## src/rtl/led_pkg.sv

```systemverilog
// Shared encodings and constants for the sync-paced LED serialiser.
package led_pkg;

  typedef enum logic [1:0] {
    IDLE,
    ARMED,
    DRAIN
  } state_t;

  localparam int SYNC_ANY  = 0;
  localparam int SYNC_RISE = 1;
  localparam int SYNC_FALL = 2;

  localparam int SYNC_STAGES = 2;

endpackage

```

## src/rtl/led_fifo.sv

```systemverilog
// Synchronous FIFO with level output; a write while full is dropped unless a pop frees the slot.
module led_fifo #(
  parameter int WIDTH = 8,
  parameter int DEPTH = 4
) (
  input  logic                       clock,
  input  logic                       reset,
  input  logic                       wr_en,
  input  logic [WIDTH-1:0]           wr_data,
  input  logic                       rd_en,
  output logic [WIDTH-1:0]           rd_data,
  output logic                       full,
  output logic                       empty,
  output logic [$clog2(DEPTH):0]     level
);

  localparam int PW = $clog2(DEPTH);
  localparam int LW = PW + 1;

  logic [WIDTH-1:0] mem [DEPTH];
  logic [PW-1:0]    wr_ptr;
  logic [PW-1:0]    rd_ptr;
  logic             wr_ok;

  assign full    = (level == LW'(DEPTH));
  assign empty   = (level == '0);
  assign wr_ok   = wr_en && (!full || rd_en);
  assign rd_data = mem[rd_ptr];

  always_ff @(posedge clock or posedge reset) begin
    if (reset) begin
      wr_ptr <= '0;
      rd_ptr <= '0;
      level  <= '0;
    end else begin
      if (wr_ok) wr_ptr <= wr_ptr + PW'(1);
      if (rd_en) rd_ptr <= rd_ptr + PW'(1);
      case ({wr_ok, rd_en})
        2'b10:   level <= level + LW'(1);
        2'b01:   level <= level - LW'(1);
        default: level <= level;
      endcase
    end
  end

  always_ff @(posedge clock) begin
    if (wr_ok) mem[wr_ptr] <= wr_data;
  end

endmodule

```

## src/rtl/led_shift_out.sv

```systemverilog
// Serialises FIFO-buffered words onto led_out, one bit per qualified sync event.
module led_shift_out #(
  parameter int DATA_WIDTH = 8,
  parameter int FIFO_DEPTH = 4,
  parameter bit MSB_FIRST  = 1'b1,
  parameter int SYNC_MODE  = 0
) (
  input  logic                          clock,
  input  logic                          reset,
  input  logic                          enable,
  input  logic                          sync,
  input  logic [DATA_WIDTH-1:0]         wr_data,
  input  logic                          wr_en,
  input  logic                          ovf_clr,
  output logic                          led_out,
  output logic                          dma,
  output logic                          busy,
  output logic                          done,
  output logic                          overflow,
  output logic [$clog2(FIFO_DEPTH):0]   fifo_level
);

  import led_pkg::*;

  localparam int CW = $clog2(DATA_WIDTH);
  localparam int LW = $clog2(FIFO_DEPTH) + 1;
  localparam logic [CW-1:0] LAST = CW'(DATA_WIDTH - 1);

  logic [SYNC_STAGES-1:0] sync_pipe;
  logic                   sync_s, sync_prev, sync_evt, edge_ok;
  logic [1:0]             mask_cnt;

  logic                  full, empty, pop;
  logic [DATA_WIDTH-1:0] rd_data;

  state_t                state, state_d;
  logic [DATA_WIDTH-1:0] shreg, shreg_d;
  logic [CW-1:0]         bit_cnt, cnt_d;
  logic                  led_d, busy_d, done_d, cur_bit;
  logic [DATA_WIDTH-1:0] shifted;

  led_fifo #(.WIDTH(DATA_WIDTH), .DEPTH(FIFO_DEPTH)) u_fifo (
    .clock   (clock),
    .reset   (reset),
    .wr_en   (wr_en),
    .wr_data (wr_data),
    .rd_en   (pop),
    .rd_data (rd_data),
    .full    (full),
    .empty   (empty),
    .level   (fifo_level)
  );

  // The edge detector stays masked until the synchroniser has refilled after reset.
  always_ff @(posedge clock or posedge reset) begin
    if (reset) begin
      sync_pipe <= '0;
      sync_prev <= 1'b0;
      mask_cnt  <= '0;
    end else begin
      sync_pipe <= {sync_pipe[SYNC_STAGES-2:0], sync};
      sync_prev <= sync_s;
      if (mask_cnt != 2'd3) mask_cnt <= mask_cnt + 2'd1;
    end
  end

  assign sync_s = sync_pipe[SYNC_STAGES-1];

  always_comb begin
    case (SYNC_MODE)
      SYNC_RISE: edge_ok = sync_s & ~sync_prev;
      SYNC_FALL: edge_ok = ~sync_s & sync_prev;
      default:   edge_ok = sync_s ^ sync_prev;
    endcase
    sync_evt = edge_ok && (mask_cnt == 2'd3);
  end

  always_ff @(posedge clock or posedge reset) begin
    if (reset) begin
      overflow <= 1'b0;
      dma      <= 1'b1;
    end else begin
      if (wr_en && full && !pop) overflow <= 1'b1;
      else if (ovf_clr)          overflow <= 1'b0;
      dma <= (fifo_level != LW'(FIFO_DEPTH));
    end
  end

  assign cur_bit = MSB_FIRST ? shreg[DATA_WIDTH-1] : shreg[0];
  assign shifted = MSB_FIRST ? {shreg[DATA_WIDTH-2:0], 1'b0} : {1'b0, shreg[DATA_WIDTH-1:1]};

  always_ff @(posedge clock or posedge reset) begin
    if (reset) begin
      state   <= IDLE;
      shreg   <= '0;
      bit_cnt <= '0;
      led_out <= 1'b0;
      busy    <= 1'b0;
      done    <= 1'b0;
    end else begin
      state   <= state_d;
      shreg   <= shreg_d;
      bit_cnt <= cnt_d;
      led_out <= led_d;
      busy    <= busy_d;
      done    <= done_d;
    end
  end

  always_comb begin
    state_d = state;
    shreg_d = shreg;
    cnt_d   = bit_cnt;
    led_d   = led_out;
    busy_d  = busy;
    done_d  = 1'b0;
    pop     = 1'b0;
    case (state)
      IDLE: begin
        if (enable && !empty) begin
          pop     = 1'b1;
          shreg_d = rd_data;
          cnt_d   = '0;
          busy_d  = 1'b1;
          state_d = ARMED;
        end
      end
      ARMED: begin
        if (sync_evt) begin
          led_d   = cur_bit;
          shreg_d = shifted;
          cnt_d   = bit_cnt + CW'(1);
          // Last bit: chain straight into the next word so the stream has no gap.
          if (bit_cnt == LAST) begin
            cnt_d = '0;
            if (enable && !empty) begin
              pop     = 1'b1;
              shreg_d = rd_data;
            end else begin
              state_d = DRAIN;
            end
          end
        end
      end
      DRAIN: begin
        if (sync_evt) begin
          state_d = IDLE;
          busy_d  = 1'b0;
          done_d  = 1'b1;
        end
      end
      default: state_d = IDLE;
    endcase
  end

endmodule

```

## config.mk

```make
export PLATFORM = sky130hd
export DESIGN_NAME = led_shift_out
export DESIGN_NICKNAME = d
export VERILOG_FILES = /design/src/rtl/led_pkg.sv /design/src/rtl/led_fifo.sv /design/src/rtl/led_shift_out.sv
export SDC_FILE = /design/constraint.sdc
export NUM_CORES = 1
export LEC_CHECK = 0
export CAP_MARGIN = 20
export CORE_MARGIN = 2
export CORE_UTILIZATION = 54
export CTS_BUF_LIST = sky130_fd_sc_hd__clkbuf_4
export CTS_CLUSTER_DIAMETER = 200
export DETAILED_ROUTE_END_ITERATION = 6
export MAX_ROUTING_LAYER = met4
export PLACE_DENSITY = 0.78
export SLEW_MARGIN = 20
export SYNTH_ARGS = -nofsm -noshare
export SYNTH_HDL_FRONTEND = slang
export SYNTH_SLANG_ARGS = --single-unit
```

## constraint.sdc

```tcl
create_clock -name clock -period 2.45 [get_ports clock]
set_input_delay 0.3675 -clock clock [delete_from_list [all_inputs] [get_ports clock]]
set_output_delay 0.3675 -clock clock [all_outputs]
set_load 0.03 [all_outputs]
```

==> metrics.cfg, run 1 <==
[die]
num_rows=25
die_w_um=74.1
coreArea_sq_um=4720
dieArea_sq_um=5480
io_pins=22
die_h_um=74.1
start_util_pct=56.1

[detailed_routing]
first_pass_iters=4
drtIter0Drc=95
drcViolationCount=0
vias=1439
ant_nets=0
wl_per_cell_um=17.0
wirelength_um=4580
viasPerCell=5.33

[clocking]
cts.sinks=62
htree_num_levels=3
clk_latency_ns=0.39
numCtsBuffers=9
cts_tree=built
root_buffer=clkbuf_4
clockBufferDepth=2
cts_hold_buf=0
path_clk_slew_ns=0.10

[finish]
area_growth_pct=19.3
design_area_sq_um=3160
finalNonFillerCells=270
seq_area_sq_um=1720
diodes=0
fillers=335
fin_nets=221
drive_above_1_share_pct=30.0
multi_input_area_sq_um=901

[synthesis]
synth.cell_area_sq_um=2650
synth_edf_count=32
syn_nets=182
yosys-top-cells-area=edfxtp_1 (36%), dfrtp_1 (27%), mux4_2 (6.8%)
netlist_top_cells_count=edfxtp_1 (32), dfrtp_1 (29), inv_1 (11), mux2_2 (9)
synth_ff_type=edfxtp_1
synth-async-reset-ratio_pct=48.4
synth_top_cell_by_area=edfxtp_1
ys_seq_area_share_pct=64.6
synth_top_area_share_pct=36.3
synth_seq_cells=62
yosysUniqueCellTypes=33
yosysMostFrequentCell=edfxtp_1
postSynthAreaPerCell_sq_um=16.7
yosysWarningCount=0
synth_cells=159

[critical_path]
crit_required_ns=2.75
arrival_ns=2.69
critPathKind=reg -> reg
cpPeakStageDelay_ns=0.40
slowest_stage=dfrtp_1
path_cells=ha_2 -> ha_4 -> o311ai_4 -> nor3b_2 -> o31a_1 -> inv_1 -> ha_1 -> inv_1 -> fa_2 -> xor2_1 -> nor2_1 -> xor2_1
startpoint_type=register
path_max_fanout=3
end_kind=register

[hold_path]
hold_class=in -> async

[timing]
relSlewSlack_pct=38.1
fin_crit_sh_pct=97.2
min_period_ns=2.38
timing.final.hold_violations=0
worst_slack_ns=0.0693
slew_violations=0
clock_skew_ns=0.00907
setup_viol=0
timing.hold.ws_ns=0.335
worstMarginPinSlew_ns=0.925
fmax_mhz=420

[place]
dp_hpwl_um=2980
place_area_sq_um=2960
port-buffer-count=21
pre_cts_slack_ns=-0.125
placed_cells=250
gp_congestion=0.763

[global_route]
grt_first_pass_wirelength_um=7180
grt_pass1_vias=1469
grt_antenna_before_repair=0
grt_max_degree=31
grtUsageTotal_pct=19.1
overflow=0

[job]
cap_violations=0

[pwr]
finalPower_mw=3.66
ir_drop_uv=701
power.density_nw_per_um2=1160
leakagePower_nw=1.29

[run_status]
status=complete, no violations

## state kept, by name (all words and copies together) (netlist names)
signal	cells
u_fifo.wr_ptr	2
led_out	1
state	2
u_fifo.rd_ptr	2
done	1
mask_cnt	2
dma	1
bit_cnt	3
sync_prev	1
u_fifo.level	3
shreg	8
busy	1
overflow	1
sync_pipe	2
u_fifo.mem	32
## worst max-delay path: cells and delay by family (launching register included)
family	cells	cell delay, ns
buffers and inverters	2	0.12
AND/OR/NAND/NOR	2	0.23
flip-flops	1	0.40
XOR/XNOR	2	0.33
AO/OA/AOI/OAI	2	0.33
adder cells (fa/ha/maj)	4	0.89
## where the power goes
group          internal [mW]  switching [mW]
clock                  0.311           0.351
combinational          0.750           0.634
sequential              1.40           0.219
total                   2.46            1.20
## routing by layer
| layer | global-route usage [%] | wire [um] | vias up |
|---|---|---|---|
| met5 | - | 0 | - |
| li1 | - | - | 654 |
| met4 | 9.09 | 103 | 0 |
| met2 | 29.8 | 2440 | 36 |
| met1 | 23.6 | 1880 | 736 |
| met3 | 4.88 | 160 | 13 |
## cells in the final DEF, fill, tap and decap left out, types with 2 or more instances in the layout
cell type and count:
dfrtp_1 27, mux4_2 8, clkinv_2 3, clkbuf_4 10, dfrtp_2 2, clkinv_1 2, nor2b_1 3, xnor2_1 5
mux2_4 8, mux2i_1 3, nor2_1 4, nand2_1 6, nand2b_1 3, edfxtp_1 32, ha_1 6, and2_1 5
mux2_2 9, o21ai_0 3, xor2_1 3, clkdlybuf4s50_1 21, inv_1 11, buf_4 11
## cell families (layout without fill, tap and decap cells)
family | Yosys count | count (layout) | synth area share [%]
AOI/OAI and AO/OA | 9 | 9 | 2.88
xor gates and xnor gates | 8 | 8 | 2.64
adders and majority gates | 9 | 9 | 4.53
buffers and inverters | 15 | 59 | 2.83
DFF | 62 | 62 | 64.6
muxes | 29 | 29 | 16.7
and+or+nand+nor | 27 | 27 | 5.76
## repair_timing
item,CTS,global route
resized for setup,4,5
setup endpoints to repair,1,8
pin swaps,3,3
buffers inserted,1,3
## stage by stage
step,setup TNS [ns],util [%]
2_1_floorplan,0,-
3_3_place_gp,0,62.7
3_5_place_dp,-0.125,62.7
4_1_cts,0,66.0
5_1_grt,-0.0331,66.9
6_report,0,66.9
## final cells by class
cell class	instances	area share, %
tap	67	2.65
multi-input combinational	82	28.5
inverter	11	1.31
sequential	62	54.3
timing repair buffer	32	9.26
clock inverter	6	1.66
clock buffer	10	2.37
## worst paths after layout
path,slack [ns],cells past startpoint,start,endpoint
setup / recovery,0.07,12,bit_cnt[0],u_fifo.level[2]
min in group clock,0.36,0,sync_pipe[0],sync_pipe[1]
setup reg to reg,0.07,12,bit_cnt[0],u_fifo.level[2]
hold reg to reg,0.36,0,sync_pipe[0],sync_pipe[1]
max in group asynchronous,1.79,3,reset,dma
hold / removal,0.33,3,reset,shreg[6]
Note: power is estimated with default switching activity, not from simulation.
==> run 2, diff against run 1 <==
--- a/config.mk
+++ b/config.mk
@@ -6,7 +6,6 @@
 export NUM_CORES = 1
 export LEC_CHECK = 0
 export CAP_MARGIN = 20
-export CORE_MARGIN = 2
 export CORE_UTILIZATION = 54
 export CTS_BUF_LIST = sky130_fd_sc_hd__clkbuf_4
 export CTS_CLUSTER_DIAMETER = 200
@@ -16,4 +15,5 @@
 export SLEW_MARGIN = 20
 export SYNTH_ARGS = -nofsm -noshare
 export SYNTH_HDL_FRONTEND = slang
+export SYNTH_HIERARCHICAL = 1
 export SYNTH_SLANG_ARGS = --single-unit
==> metrics.cfg, run 2 <==
[pwr]
ir_drop_uv=691  ; -1.4%
finalPower_mw=3.73  ; +1.9%
pwr-share-seq_pct=44.5  ; +0.3 points
clockPowerShare_pct=18.3  ; +0.2 points
power.density_nw_per_um2=1140  ; -1.4%
p_int_mw=2.48  ; +0.76%
combPwrFrac_pct=37.2  ; -0.6 points
swShare_pct=33.6  ; +0.73 points
switching_power_mw=1.25  ; +4.1%
leakagePower_nw=1.25  ; -3.0%

[timing]
clock_skew_ns=0.0152  ; +0.00617 ns
timing.final.hold_violations=0  ; unchanged
rsz0062_at_grt=false
setup_viol=0  ; unchanged
min_period_ns=2.34  ; -0.0413 ns
relSlewSlack_pct=63.7  ; +26 points
slew_violations=0  ; unchanged
worstMarginPinSlew_ns=0.545  ; -0.380 ns
fmax_mhz=427  ; +1.8%
fin_crit_sh_pct=95.5  ; -1.7 points

[finish]
area_growth_pct=17.8
finalNonFillerCells=291  ; +7.8%
largest-register=u_fifo/mem
reg.largest.list=u_fifo/mem (32), shreg (8)
final_common_cell=edfxtp_1
fin_nets=241  ; +9.0%
final_cell_mix=edfxtp_1 (32), dfrtp_1 (26), clkdlybuf4s50_1 (21)
drive_above_1_share_pct=29.5  ; -0.58 points
diodes=0  ; unchanged
fin_util_pct=67.8  ; +0.85 points
largest_reg_flops=32  ; unchanged

[clocking]
path_clk_slew_ns=0.10  ; about the same
root_buffer=clkbuf_4
cts_tree=built
clockBufferDepth=2  ; unchanged
clk_latency_ns=0.40  ; about the same
numCtsBuffers=9  ; unchanged
htree_num_levels=3  ; unchanged
cts.sinks=62  ; unchanged

[critical_path]
arrival_ns=2.68  ; about the same
crit_end=u_fifo/level[2]
r2r_setup_slack_ns=0.11  ; +0.04 ns
startpoint_type=register
crit_required_ns=2.79  ; +0.04 ns
critPathKind=reg -> reg
crit_start=state[0]
reg2reg_depth=9  ; -3
path_max_fanout=7  ; +4
reg2reg_to=u_fifo/level[2]
reg2reg_from=state[0]
end_kind=register

[synthesis]
synth-async-reset-ratio_pct=48.4  ; unchanged
synth_cells=184  ; +16%
synth_top_area_share_pct=34.7  ; -1.6 points
yosysMostFrequentCell=edfxtp_1
synth_edf_count=32  ; unchanged
synth_ff_type=edfxtp_1
yosysUniqueCellTypes=52  ; +58%
synth_seq_cells=62  ; unchanged
synth_top_cell_by_area=edfxtp_1
synth.cell_area_sq_um=2770  ; +4.6%
syn_nets=206  ; +13%
ys_seq_area_share_pct=61.8  ; -2.9 points
netlist_top_cells_count=edfxtp_1 (32), dfrtp_1 (29), inv_1 (11), o21ai_0 (10)
postSynthAreaPerCell_sq_um=15.1  ; -9.6%
yosysWarningCount=6  ; +6
yosys-top-cells-area=edfxtp_1 (35%), dfrtp_1 (26%), mux4_2 (6.5%)

[die]
die_w_um=73.7  ; -0.54%
die_h_um=73.7  ; -0.54%
io_pins=22  ; unchanged
start_util_pct=57.6  ; +1.5 points
num_rows=25  ; unchanged
dieArea_sq_um=5430  ; -1.1%
coreArea_sq_um=4820  ; +2.0%

[global_route]
grt.busiest_layer=met2
met1_usage_pct=27.3  ; +3.8 points
grt_first_pass_wirelength_um=8190  ; +14%
grt_max_degree=24  ; -23%
overflow=0  ; unchanged
grt_antenna_before_repair=0  ; unchanged
met3_usage_pct=6.31  ; +1.4 points
use_met2_pct=33.4  ; +3.7 points
grt_pass1_vias=1717  ; +17%
grtUsageTotal_pct=21.8  ; +2.7 points

[detailed_routing]
first_pass_iters=4  ; unchanged
wl_per_cell_um=16.2  ; -4.7%
ant_nets=0  ; unchanged
wirelength_um=4700  ; +2.8%
viasPerCell=5.55  ; +4.1%
drtIter0Drc=101  ; +6.3%
vias=1615  ; +12%
drcViolationCount=0  ; unchanged

[place]
placed_cells=275  ; +10%
port-buffer-count=21  ; unchanged
gp_congestion=0.804  ; +5.3%
dp_hpwl_um=3500  ; +17%

[hold_path]
hold_class=in -> async

[run_status]
status=complete, no violations

[job]
cap_violations=0  ; unchanged

[run 2: changes by cell type in the layout (fill, tap and decap cells not counted), moves of 5 or more]
cell and delta:
or3b_2 +5, a211oi_1 +8, o21ai_0 +6, mux2_2 -6, mux2_4 -7, a31oi_1 +7
[run 2: critical path, stage by stage, from the launching register on]
cell and delay (ns):
dfrtp_1 0.48, nor4b_4 0.34, a21oi_2 0.07, nor4_2 0.25, buf_4 0.18, nand2b_4 0.05, fa_2 0.36, and3b_1 0.21
a211oi_1 0.19, nand2b_1 0.14
[run 2: power groups by stage]
stage                     Combinational (mW)  Clock, mW  Sequential [mW]
final                                   1.39      0.684             1.66
after global routing                    1.54      0.761             1.70
after CTS                               1.40      0.711             1.66
after detailed placement                1.39          0             1.68
after global placement                  1.32          0             1.65
after floorplan                         1.04          0             1.67
[run 2: metal layers]
layer / routed length [um] / vias to the layer above
li1: - / 761
met1: 2070 / 817
met2: 2400 / 28
met3: 171 / 9
met4: 64 / 0
met5: 0 / -
[run 2: worst min-delay path by stage]
stage / startpoint / end / slack (ns) / cells after the start
floorplan: reset / u_fifo/rd_ptr[0] / 0.17 / 1
finish: reset / u_fifo/level[2] / 0.22 / 2
global placement: sync_pipe[0] / sync_pipe[1] / 0.34 / 0
global route: reset / u_fifo/level[2] / 0.20 / 2
CTS: reset / u_fifo/level[1] / 0.18 / 2
detailed placement: sync_pipe[0] / sync_pipe[1] / 0.35 / 0
[run 2: cell type report]
type	count	area (sq um)
clock buffer	12	90.1
sequential	62	1720
inverter	11	41.3
tap	67	83.8
clock inverter	4	47.5
timing repair buffer	33	300
multi-input combinational	102	986
fill	347	1550
[run 2: stage by stage]
step	hold slack, ns	TNS (ns)	area, sq um	setup WS [ns]
global placement	0.344	-0.494	3120	-0.102
global route	0.203	0	3270	0.0192
floorplan	0.171	-0.0413	2810	-0.0413
CTS	0.185	0	3260	0.0411
detailed placement	0.348	-2.77	3120	-0.235
finish	0.216	0	3270	0.111
[run 2: repair_timing]
| item | 4_1_cts | 5_1_grt |
|---|---|---|
| setup endpoints to repair | 0 | 1 |
| hold buffers | 0 | 0 |
| gates resized for setup | 0 | 1 |
| buffers inserted | 0 | 0 |
[run 2: cell families (layout without fill, tap and decap cells)]
family,Yosys count,count (layout),share of synthesized area (%)
buffers and inverters,20,60,4.29
AO/OA/AOI/OAI,35,35,8.84
AND/OR/NAND/NOR,38,38,9.97
flip-flops,62,62,61.8
XOR/XNOR,7,7,2.21
multiplexers,14,14,9.02
adder cells (fa/ha/maj),8,8,3.88
==> run 3, diff against run 2 <==
--- a/config.mk
+++ b/config.mk
@@ -6,12 +6,12 @@
 export NUM_CORES = 1
 export LEC_CHECK = 0
 export CAP_MARGIN = 20
-export CORE_UTILIZATION = 54
+export CORE_UTILIZATION = 45
 export CTS_BUF_LIST = sky130_fd_sc_hd__clkbuf_4
 export CTS_CLUSTER_DIAMETER = 200
 export DETAILED_ROUTE_END_ITERATION = 6
 export MAX_ROUTING_LAYER = met4
-export PLACE_DENSITY = 0.78
+export PLACE_DENSITY = 0.67
 export SLEW_MARGIN = 20
 export SYNTH_ARGS = -nofsm -noshare
 export SYNTH_HDL_FRONTEND = slang
==> metrics.cfg, run 3 (synthesis results as in run 2) <==
[run_status]
status=complete, no violations

[detailed_routing]
drcViolationCount=0  ; unchanged
drtIter0Drc=100  ; -0.99%
viasPerCell=5.31  ; -4.4%
vias=1592  ; -1.4%
wirelength_um=4550  ; -3.3%
ant_nets=0  ; unchanged
wl_per_cell_um=15.2  ; -6.2%
first_pass_iters=4  ; unchanged

[global_route]
grt_first_pass_wirelength_um=7750  ; -5.4%
overflow=0  ; unchanged
grt_max_degree=24  ; unchanged
grtUsageTotal_pct=17.1  ; -4.7 points
grt_pass1_vias=1666  ; -3.0%
grt_antenna_before_repair=0  ; unchanged

[critical_path]
arrival_ns=2.61  ; -0.07 ns
startpoint_type=register
crit_start=state[0]
reg2reg_from=state[0]
end_kind=register
crit_required_ns=2.74  ; -0.05 ns
reg2reg_to=u_fifo/level[2]
path_max_fanout=7  ; unchanged
reg2reg_depth=9  ; unchanged
critPathKind=reg -> reg
r2r_setup_slack_ns=0.13  ; about the same

[timing]
slew_violations=0  ; unchanged
worst_slack_ns=0.125  ; +0.0147 ns
relSlewSlack_pct=61.2  ; -2.5 points
min_period_ns=2.32  ; -0.0147 ns
timing.final.hold_violations=0  ; unchanged
setup_viol=0  ; unchanged
fmax_mhz=430  ; +0.63%
worstMarginPinSlew_ns=0.583  ; +0.0379 ns
clock_skew_ns=0.0165  ; +0.00124 ns
fin_crit_sh_pct=94.9  ; -0.60 points

[hold_path]
hold_class=in -> async

[finish]
final_common_cell=edfxtp_1
final_cell_mix=edfxtp_1 (32), dfrtp_1 (25), clkdlybuf4s50_1 (21)
reg.largest.list=u_fifo/mem (32), shreg (8)
diodes=0  ; unchanged
largest_reg_flops=32  ; unchanged
fillers=493  ; +42%
finalNonFillerCells=300  ; +3.1%
area_growth_pct=18.0
largest-register=u_fifo/mem
fin_util_pct=55.3  ; -13 points
fin_nets=242  ; +0.41%
drive_above_1_share_pct=29.8  ; +0.31 points

[clocking]
numCtsBuffers=9  ; unchanged
cts.sinks=62  ; unchanged
cts_tree=built
root_buffer=clkbuf_4
path_clk_slew_ns=0.11  ; about the same
htree_num_levels=3  ; unchanged
cts_hold_buf=0  ; unchanged
clockBufferDepth=2  ; unchanged
clk_latency_ns=0.40  ; about the same

[die]
die_w_um=80.5  ; +9.3%
die_h_um=80.5  ; +9.3%
io_pins=22  ; unchanged
coreArea_sq_um=5920  ; +23%
dieArea_sq_um=6480  ; +19%
num_rows=28  ; +12%
start_util_pct=46.8  ; -11 points

[job]
cap_violations=0  ; unchanged

[place]
gp_congestion=0.818  ; +1.8%
placed_cells=282  ; +2.5%
dp_hpwl_um=3210  ; -8.3%
pre_cts_slack_ns=-0.164  ; +0.0711 ns
port-buffer-count=21  ; unchanged

[pwr]
ir_drop_uv=515  ; -26%
power.density_nw_per_um2=1120  ; -2.4%
leakagePower_nw=1.24  ; -0.73%

## run 3: cell count changes in the layout (fill, tap and decap cells not counted), sizes merged
cell and delta:
buf +1, clkbuf -3, clkinv +1, bufinv -1, inv +3
## run 3: layer usage
| metal | routed length (um) | track usage [%] | part of all wire, % | vias up |
|---|---|---|---|---|
| met2 | 2360 | 26.9 | 52 | 29 |
| li1 | - | - | - | 762 |
| met1 | 1950 | 19.8 | 43 | 795 |
| met5 | 0 | - | 0 | - |
| met3 | 189 | 6.25 | 4.2 | 6 |
| met4 | 47 | 6.79 | 1.0 | 0 |
## run 3: what timing repair did
| action | 4_1_cts | 5_1_grt |
|---|---|---|
| gates resized for setup | 0 | 4 |
| endpoints found under the setup margin | 0 | 1 |
| buffers inserted | 0 | 2 |
## run 3: worst max-delay path: stages, from the launching register on
cell	delay [ns]
dfrtp_2	0.48
nor4b_4	0.33
a21oi_2	0.07
nor4_2	0.25
buf_4	0.16
nand2b_4	0.05
fa_2	0.38
nor3b_4	0.25
a211oi_2	0.10
nand2b_1	0.14
## run 3: worst max-delay path by stage
| stage | end | slack [ns] | depth (start not counted) |
|---|---|---|---|
| after floorplan | u_fifo/level[2] | -0.04 | 11 |
| after global placement | u_fifo/level[2] | -0.1 | 10 |
| after detailed placement | u_fifo/level[2] | -0.16 | 10 |
| after CTS | u_fifo/level[2] | 0.08 | 10 |
| after global routing | u_fifo/level[2] | -0.007 | 9 |
| final | u_fifo/level[2] | 0.13 | 9 |
## run 3: area by class of cell
class	instances	area, sq um	share of cell area [%]
timing repair buffer	34	308	9.41
clock inverter	7	46.3	1.41
clock buffer	9	67.6	2.07
tap	75	93.8	2.87
inverter	11	41.3	1.26
sequential	62	1720	52.5
multi-input combinational	102	997	30.5
## run 3: stage by stage
stage | setup TNS [ns] | power [mW] | hold slack [ns] | cell area, sq um
6_report | 0 | 3.65 | 0.215 | 3270
4_1_cts | 0 | 3.66 | 0.197 | 3240
2_1_floorplan | -0.0413 | 2.70 | 0.171 | 2810
5_1_grt | -0.00694 | 3.92 | 0.210 | 3270
3_3_place_gp | -1.39 | 3.00 | 0.345 | 3120
3_5_place_dp | -2.07 | 3.07 | 0.343 | 3120
## run 3: power by group
group          switching, mW  total [mW]  internal, mW
clock                  0.373       0.583         0.210
combinational          0.689        1.42         0.732
sequential             0.230        1.65          1.42
